**src/rtl/detector_pkg.sv**
```systemverilog
// Shared encodings for the "1011" detector and its stimulus controller.
package detector_pkg;

    localparam logic [2:0] ST_IDLE   = 3'd0;
    localparam logic [2:0] ST_CLEAR  = 3'd1;
    localparam logic [2:0] ST_WAIT   = 3'd2;
    localparam logic [2:0] ST_TICK   = 3'd3;
    localparam logic [2:0] ST_SAMPLE = 3'd4;
    localparam logic [2:0] ST_FIN    = 3'd5;

    typedef enum logic [2:0] {
        IDLE   = ST_IDLE,
        CLEAR  = ST_CLEAR,
        WAIT   = ST_WAIT,
        TICK   = ST_TICK,
        SAMPLE = ST_SAMPLE,
        FIN    = ST_FIN
    } ctrl_state_e;

    localparam logic [2:0] DET_S0 = 3'd0;
    localparam logic [2:0] DET_S1 = 3'd1;
    localparam logic [2:0] DET_S2 = 3'd2;
    localparam logic [2:0] DET_S3 = 3'd3;
    localparam logic [2:0] DET_S4 = 3'd4;

    localparam int DIV_MIN = 2;
    localparam int PRE_W   = 8;

endpackage

```
**src/rtl/tick_prescaler.sv**
```systemverilog
// Loadable down-counter with a terminal-count flag for tick pacing.
module tick_prescaler #(
    parameter int W = 8
) (
    input  logic         clk,
    input  logic         rst_n,
    input  logic         load_i,
    input  logic [W-1:0] load_val_i,
    input  logic         en_i,
    output logic         tc_o
);

    logic [W-1:0] cnt_q;

    assign tc_o = (cnt_q == '0);

    always_ff @(posedge clk or negedge rst_n) begin
        if (!rst_n) begin
            cnt_q <= '0;
        end else if (load_i) begin
            cnt_q <= load_val_i;
        end else if (en_i && !tc_o) begin
            cnt_q <= cnt_q - W'(1);
        end
    end

endmodule

```
**src/rtl/detector_secuencia_ctrl.sv**
```systemverilog
// Serializes a latched word into the "1011" detector and counts matches.
// Optional DETECTOR_CTRL_STOP_ON_MATCH_EN ends the run at the first match.
module detector_secuencia_ctrl
    import detector_pkg::*;
#(
    parameter int WIDTH = 16,
    parameter int DIV   = 4,
    parameter int CNT_W = $clog2(WIDTH + 1)
) (
    input  logic             clk,
    input  logic             reset,
    input  logic             start,
    input  logic [WIDTH-1:0] word,
    input  logic [CNT_W-1:0] len,
    input  logic             det_out,
    output logic             det_reset,
    output logic             det_in,
    output logic             det_tick,
    output logic             busy,
    output logic             done,
    output logic [CNT_W-1:0] match_count,
    output logic [CNT_W-1:0] match_pos
);

    localparam logic [PRE_W-1:0] LOAD_FIRST = PRE_W'(DIV - 1);
    localparam logic [PRE_W-1:0] LOAD_NEXT  =
        (DIV > DIV_MIN) ? PRE_W'(DIV - 3) : '0;
    localparam logic [CNT_W-1:0] LEN_MAX  = CNT_W'(WIDTH);
    localparam logic [CNT_W-1:0] CNT_ONES = '1;

    ctrl_state_e      state_q, state_d;
    logic [WIDTH-1:0] shreg_q, shreg_d;
    logic [CNT_W-1:0] bits_left_q, bits_left_d;
    logic [CNT_W-1:0] match_q, match_d;
    logic             din_q, din_d;
    logic [CNT_W-1:0] len_clamped;
    logic             pre_load, pre_en, pre_tc;
    logic [PRE_W-1:0] pre_val;

`ifdef DETECTOR_CTRL_STOP_ON_MATCH_EN
    logic [CNT_W-1:0] len_q, len_d;
    logic [CNT_W-1:0] pos_q, pos_d;
`endif

    assign len_clamped = (len > LEN_MAX) ? LEN_MAX : len;

    tick_prescaler #(
        .W (PRE_W)
    ) u_prescaler (
        .clk        (clk),
        .rst_n      (reset),
        .load_i     (pre_load),
        .load_val_i (pre_val),
        .en_i       (pre_en),
        .tc_o       (pre_tc)
    );

    always_comb begin
        state_d     = state_q;
        shreg_d     = shreg_q;
        bits_left_d = bits_left_q;
        match_d     = match_q;
        din_d       = din_q;
        pre_load    = 1'b0;
        pre_val     = LOAD_FIRST;
        pre_en      = 1'b0;
`ifdef DETECTOR_CTRL_STOP_ON_MATCH_EN
        len_d       = len_q;
        pos_d       = pos_q;
`endif
        unique case (state_q)
            IDLE: begin
                if (start) begin
                    shreg_d     = word;
                    bits_left_d = len_clamped;
                    match_d     = '0;
`ifdef DETECTOR_CTRL_STOP_ON_MATCH_EN
                    len_d       = len_clamped;
                    pos_d       = '0;
`endif
                    state_d     = CLEAR;
                end
            end
            CLEAR: begin
                pre_load = 1'b1;
                pre_val  = LOAD_FIRST;
                state_d  = (bits_left_q == '0) ? FIN : WAIT;
            end
            WAIT: begin
                pre_en = 1'b1;
                if (pre_tc) state_d = TICK;
            end
            TICK: begin
                din_d       = shreg_q[WIDTH-1];
                shreg_d     = shreg_q << 1;
                bits_left_d = bits_left_q - CNT_W'(1);
                state_d     = SAMPLE;
            end
            SAMPLE: begin
                // Detector moved on the TICK edge, so det_out is current.
                if (det_out && match_q != CNT_ONES) begin
                    match_d = match_q + CNT_W'(1);
                end
                if (bits_left_q == '0) begin
                    state_d = FIN;
                end else begin
                    pre_load = 1'b1;
                    pre_val  = LOAD_NEXT;
                    state_d  = (DIV > DIV_MIN) ? WAIT : TICK;
                end
`ifdef DETECTOR_CTRL_STOP_ON_MATCH_EN
                if (det_out) begin
                    pos_d    = len_q - bits_left_q;
                    match_d  = CNT_W'(1);
                    pre_load = 1'b0;
                    state_d  = FIN;
                end
`endif
            end
            FIN: begin
                state_d = IDLE;
            end
            default: begin
                state_d = IDLE;
            end
        endcase
    end

    always_ff @(posedge clk or negedge reset) begin
        if (!reset) begin
            state_q     <= IDLE;
            shreg_q     <= '0;
            bits_left_q <= '0;
            match_q     <= '0;
            din_q       <= 1'b0;
`ifdef DETECTOR_CTRL_STOP_ON_MATCH_EN
            len_q       <= '0;
            pos_q       <= '0;
`endif
        end else begin
            state_q     <= state_d;
            shreg_q     <= shreg_d;
            bits_left_q <= bits_left_d;
            match_q     <= match_d;
            din_q       <= din_d;
`ifdef DETECTOR_CTRL_STOP_ON_MATCH_EN
            len_q       <= len_d;
            pos_q       <= pos_d;
`endif
        end
    end

    assign det_reset   = (state_q == CLEAR);
    assign det_tick    = (state_q == TICK);
    assign det_in      = det_tick ? shreg_q[WIDTH-1] : din_q;
    assign busy        = (state_q == CLEAR) || (state_q == WAIT) ||
                         (state_q == TICK)  || (state_q == SAMPLE);
    assign done        = (state_q == FIN);
    assign match_count = match_q;

`ifdef DETECTOR_CTRL_STOP_ON_MATCH_EN
    assign match_pos = pos_q;
`else
    assign match_pos = '0;
`endif

endmodule
```
**config.mk**
```make
export PLATFORM = sky130hd
export DESIGN_NAME = detector_secuencia_ctrl
export DESIGN_NICKNAME = d
export VERILOG_FILES = /design/src/rtl/detector_pkg.sv /design/src/rtl/tick_prescaler.sv /design/src/rtl/detector_secuencia_ctrl.sv
export SDC_FILE = /design/constraint.sdc
export NUM_CORES = 1
export LEC_CHECK = 0
export CAP_MARGIN = 20
export CORE_AREA = 3 3 67 69
export DETAILED_ROUTE_END_ITERATION = 12
export DIE_AREA = 0 0 70 72
export PLACE_DENSITY = 0.86
export SYNTH_ARGS = -nofsm -noshare
export SYNTH_HDL_FRONTEND = slang
export SYNTH_SLANG_ARGS = --single-unit
export TNS_END_PERCENT = 1
```
**constraint.sdc**
```tcl
create_clock -name clk -period 2.5 [get_ports clk]
set_input_delay 0.25 -clock clk [delete_from_list [all_inputs] [get_ports clk]]
set_output_delay 0.25 -clock clk [all_outputs]
set_load 0.05 [all_outputs]
```
**Yosys cells after proc, flatten, opt, wreduce, memory -nomap -nowiden**

Cells that the tools add are included.
Widths: inputs -> output; s select.

- Flip-flop bits (word level): 38
- Bits of input ports: 25

- $lt $le $gt $ge: 1
- Equality and inequality tests: 9
- Reduce and logical (&&, ||, !) cells: 16
- Multiplexer cells: 20
- Add/sub/neg operators: 3

Operators with widths:

| operator | count |
|---|---|
| $pmux 16 s2 | 1 |
| $mux 5 | 4 |
| $pmux 5 s2 | 2 |
| $mux 16 | 1 |
| $mux 8 | 2 |
| $pmux 3 s4 | 1 |
| $mux 3 | 3 |
| $logic_not 8->1 | 1 |
| $sub 8x1->8 const B | 1 |
| $eq 3x2->1 const B | 2 |
| $eq 3x3->1 const B | 2 |
| $reduce_bool 2->1 | 3 |
| $add 5x1->5 const B | 1 |
| $gt 5x5->1 const B | 1 |
| $logic_not 5->1 | 1 |
| $ne 5x5->1 const B | 1 |
| $sub 5x1->5 const B | 1 |
| $mux 2 | 2 |
| $ne 2x2->1 const B | 2 |
| $reduce_and 2->1 | 2 |
| $eq 3x1->1 const B | 1 |
| $logic_not 3->1 | 1 |
| $logic_or 1x1->1 | 3 |
| $mux 1 | 3 |
| 6 further kinds | 7 |

**Logic depth before layout (Yosys ltp)**

- Depth in word-level cells: 5
- Mapped depth: 7

**By module**

Synthesis repeated with hierarchy kept, for this count alone.

- Cells, all modules: 232
- Area total of the unflattened synthesis: 2,134.5 sq um

By module, submodules not included:

| module | instances | area each (sq um) | seq. area each (sq um) | cells each |
|---|---|---|---|---|
| detector_secuencia_ctrl | 1 | 1,606.5 | 750.7 | 174 |
| tick_prescaler | 1 | 528.0 | 200.2 | 58 |

**Least setup slack after synthesis**

No wires, ideal clock.

- Path kind: flip-flop to flip-flop
- Start point: register state_q[0]
- End point: register u_prescaler.cnt_q[2]
- Data required time: 2.372 ns
- Library setup time: 0.128 ns
- Buffers on the path: 1
- Path slack: 0.116 ns
- Stages on the path, launching flop included: 6
- Arrival time: 2.256 ns
- Cell sequence: dfrtp_1 > buf_2 > nor3b_1 > a21oi_1 > nand2_1 > mux2i_1

- Elaborated cells between the ends (all ways): 8
- Classes of those cells: eq/ne (3); mux (3); reduce/logical (2)

RTL lines:

| what | line | RTL |
|---|---|---|
| start: declaration | detector_secuencia_ctrl.sv:31 | `ctrl_state_e state_q, state_d;` |
| start signal: assignment | detector_secuencia_ctrl.sv:141 | `state_q <= state_d;` |
| $eq 3x1->1 * | n/a |  |
| via det_reset | detector_secuencia_ctrl.sv:16 | `output logic det_reset,` |
| $pmux 1 s2 * | detector_secuencia_ctrl.sv:71 | `unique case (state_q)` |
| $mux 8 / $reduce_bool 2->1 (equally long branches) | n/a |  |
| end signal: assignment | tick_prescaler.sv:21 | `cnt_q <= load_val_i;` |
| end signal: assignment | tick_prescaler.sv:23 | `cnt_q <= cnt_q - W'(1);` |
| end: declaration | tick_prescaler.sv:13 | `logic [W-1:0] cnt_q;` |

Mark *: on every way through the listed nets, which the timed path passes. The rest lies on a longest branch.
A chain may end at the register's enable or synchronous reset.

**Worst setup path after layout**

- Start point: register state_q[0]
- End point: output busy

- Longest elaborated chain between the ends: 4
- Elaborated cells between the ends (all ways): 7
- Classes of those cells: eq/ne (4); reduce/logical (3)

Ends and longest elaborated chain:

| what | line | RTL |
|---|---|---|
| $eq 3x1->1 / $eq 3x2->1 (equally long branches) | detector_secuencia_ctrl.sv:156 | `assign busy = (state_q == CLEAR) \|\| (state_q == WAIT) \|\|` |
| $logic_or 1x1->1 (2 in series) | detector_secuencia_ctrl.sv:156 |  |
| $logic_or 1x1->1 * | detector_secuencia_ctrl.sv:157 | `(state_q == TICK) \|\| (state_q == SAMPLE);` |
| end: declaration | detector_secuencia_ctrl.sv:19 | `output logic busy,` |

Every way passes the cells marked *; elsewhere a longest branch is shown, timed or not.

==> results.cfg <==
[route]
dr.pass1.iters = 4
drtIter0Drc = 60
wl_per_cell_um = 14.3
wl_met1_um = 1830
wirelength_um = 4160
num_vias = 1603
route.top_layer_used = met4
dr_wl_met2_um = 2080
wl_met3_um = 169
drc = 0
ant_nets = 0
vias_per_cell = 5.53

[power_and_ir_drop]
power_density_mw_per_mm2 = 1220
vdd_ir_drop_max_v = 0.000616
finalPower_mw = 2.94
p_leak_nw = 1.05

[setup_path]
critPathMaxFanout = 13
worst-endpoint-arrival_ns = 1.98
path_class = reg -> out
reg2reg_depth = 4
critical_path_required_ns = 2.25
r2r_slack_ns = 0.51
endpoint_kind = output pin
timing.rr.start = state_q[0]
cp-start-kind = flop
reg2reg_to = bits_left_q[3]

[placement]
postPlaceCellArea_mm2 = 0.00232
dp_cells = 284
dp_slack_ns = 0.487
dp_hpwl_um = 2870
gp_congestion = 0.779
placement.io_buffers = 34

[sta]
finalMaxSlewViolations = 0
worst_slack_ns = 0.268
min_period_ns = 2.23
hold-worst-slack_ns = 0.0551
hold_viol = 0
relSlewSlack = 0.448
setup_violations = 0
max_freq_ghz = 0.448
fin_tns_setup_ns = 0
rsz0062_at_grt = no
worst_pin_slew_ns = 0.828
skew_ns = 0.00584
finalCritPeriodShare = 0.893

[logic_synthesis]
yosysSeqAreaShare = 0.482
ys.flop_type = dfrtp_1
synth_cell_types = 47
avgSynthCellArea_um2 = 9.57
synth_edf_count = 0
synth-async-reset-ratio = 1.00
yosys_warnings = 0
synth_seq_cells = 38
synth_area_mm2 = 0.00197
synth_cells = 206

[layout]
post-route-cell-area_mm2 = 0.00240
fin_cells = 290
final_core_util = 0.605
drive_above_1_share = 0.0917
n_fill_cell = 347
nets = 271
n_antenna_cell = 0
syn_to_final_growth_pct = 21.8

[run_status]
run_status = complete, no violations

[floorplanning]
core_mm2 = 0.00397
start_util = 0.497
die_w_um = 70
ios = 40
fp.dieArea_mm2 = 0.00504
rows = 23
die_y_um = 72

[min_path]
hold_path.class = in -> async

[cts]
htree_num_levels = 2
cts_max_path_buffers = 2
cts_hold_buf = 0
cts_resized = 0
clock-root-buffer = clkbuf_8
cts_tree = yes
cts_buffers = 5
clk_pin_slew_worst_paths_ns = 0.07
cts.sinks = 38
cts_setup_buffers = 0
clk_latency_ns = 0.29

[flow_run]
maxCapViolations = 0

[global_route]
grt_usage = 0.178
grt_pass1_vias = 1646
grt-ovfl-total = 0
grt_pass1_wl_um = 7200
grt_max_degree = 39
antenna_found_initial = 0
-- cell usage in the layout, fill, tap and decap left out, types with 3 or more instances in the layout --
cell	n
nor2_1	42
ha_1	5
o22ai_1	15
xnor2_1	4
inv_1	5
nand2b_1	3
conb_1	5
o21ai_0	9
dfrtp_1	38
clkdlybuf4s50_1	30
nand3_1	6
a21oi_1	8
nand2_1	13
mux2i_1	4
buf_4	7
xor2_1	3
clkbuf_8	6
-- synth_stat cells, drive strengths merged (2+ instances only) --
cell	count	area, um^2
nand3b	2	15.0
or3b	2	17.5
dfrtp	38	951
inv	5	18.8
nor2	42	158
a311oi	2	17.5
nor3b	3	38.8
mux2i	4	40.0
nor3	2	10.0
ha	5	62.6
or4	2	15.0
a22oi	2	15.0
nand3	6	30.0
nand2b	3	18.8
nand2	14	60.1
clkbuf	4	16.3
and3	2	12.5
xor2	3	26.3
o22ai	15	93.8
buf	10	71.3
a21oi	8	40.0
o21ai	9	45.0
xnor2	4	35.0
or4b	2	20.0
-- per-layer routing --
metal  GRT usage  up-vias
met5           0        -
met3      0.0402        7
met4      0.0766        0
met2       0.303       44
li1            -      782
met1       0.219      770
-- cell type report --
type / instances / area, um^2 / share of cell area
Sequential cell: 38 / 951 / 0.396
Multi-Input combinational cell: 152 / 926 / 0.385
Timing Repair Buffer: 38 / 358 / 0.149
Clock buffer: 6 / 82.6 / 0.0344
Tap cell: 50 / 62.6 / 0.0260
Inverter: 6 / 22.5 / 0.00938
-- sequential cells by signal, indices dropped and copies added, names as in the netlist --
register	flops
u_prescaler.cnt_q	8
shreg_q	16
bits_left_q	5
state_q	3
din_q	1
match_count	5
-- worst max-delay path by stage --
stage                     from                    to  slack (ns)  depth (start not counted)
floorplan           state_q[0]  u_prescaler.cnt_q[2]        0.12                          5
global placement         start        bits_left_q[3]        0.60                          5
detailed placement       start        bits_left_q[3]        0.49                          5
CTS                 state_q[0]                  busy        0.26                          3
global route        state_q[0]                  busy        0.13                          3
finish              state_q[0]                  busy        0.27                          3
-- worst max-delay path: stages, from the launching register on --
cell and delay, ns:
dfrtp_1 0.64, nor2_1 0.10, xnor2_1 0.14, clkdlybuf4s50_1 0.81
-- power breakdown --
part | switching (mW) | total (mW) | internal, mW
Combinational | 0.822 | 1.39 | 0.565
Sequential | 0.257 | 1.14 | 0.884
Clock | 0.200 | 0.412 | 0.213
-- cells by family after synthesis --
logic type               synth area share
AND/OR/NAND/NOR                     0.225
AO/OA/AOI/OAI                       0.146
flip-flops                          0.482
buffers and inverters              0.0558
XOR/XNOR                           0.0311
adder cells (fa/ha/maj)            0.0317
multiplexers                       0.0260
other                             0.00190
Power figures use the tool's default switching activity.
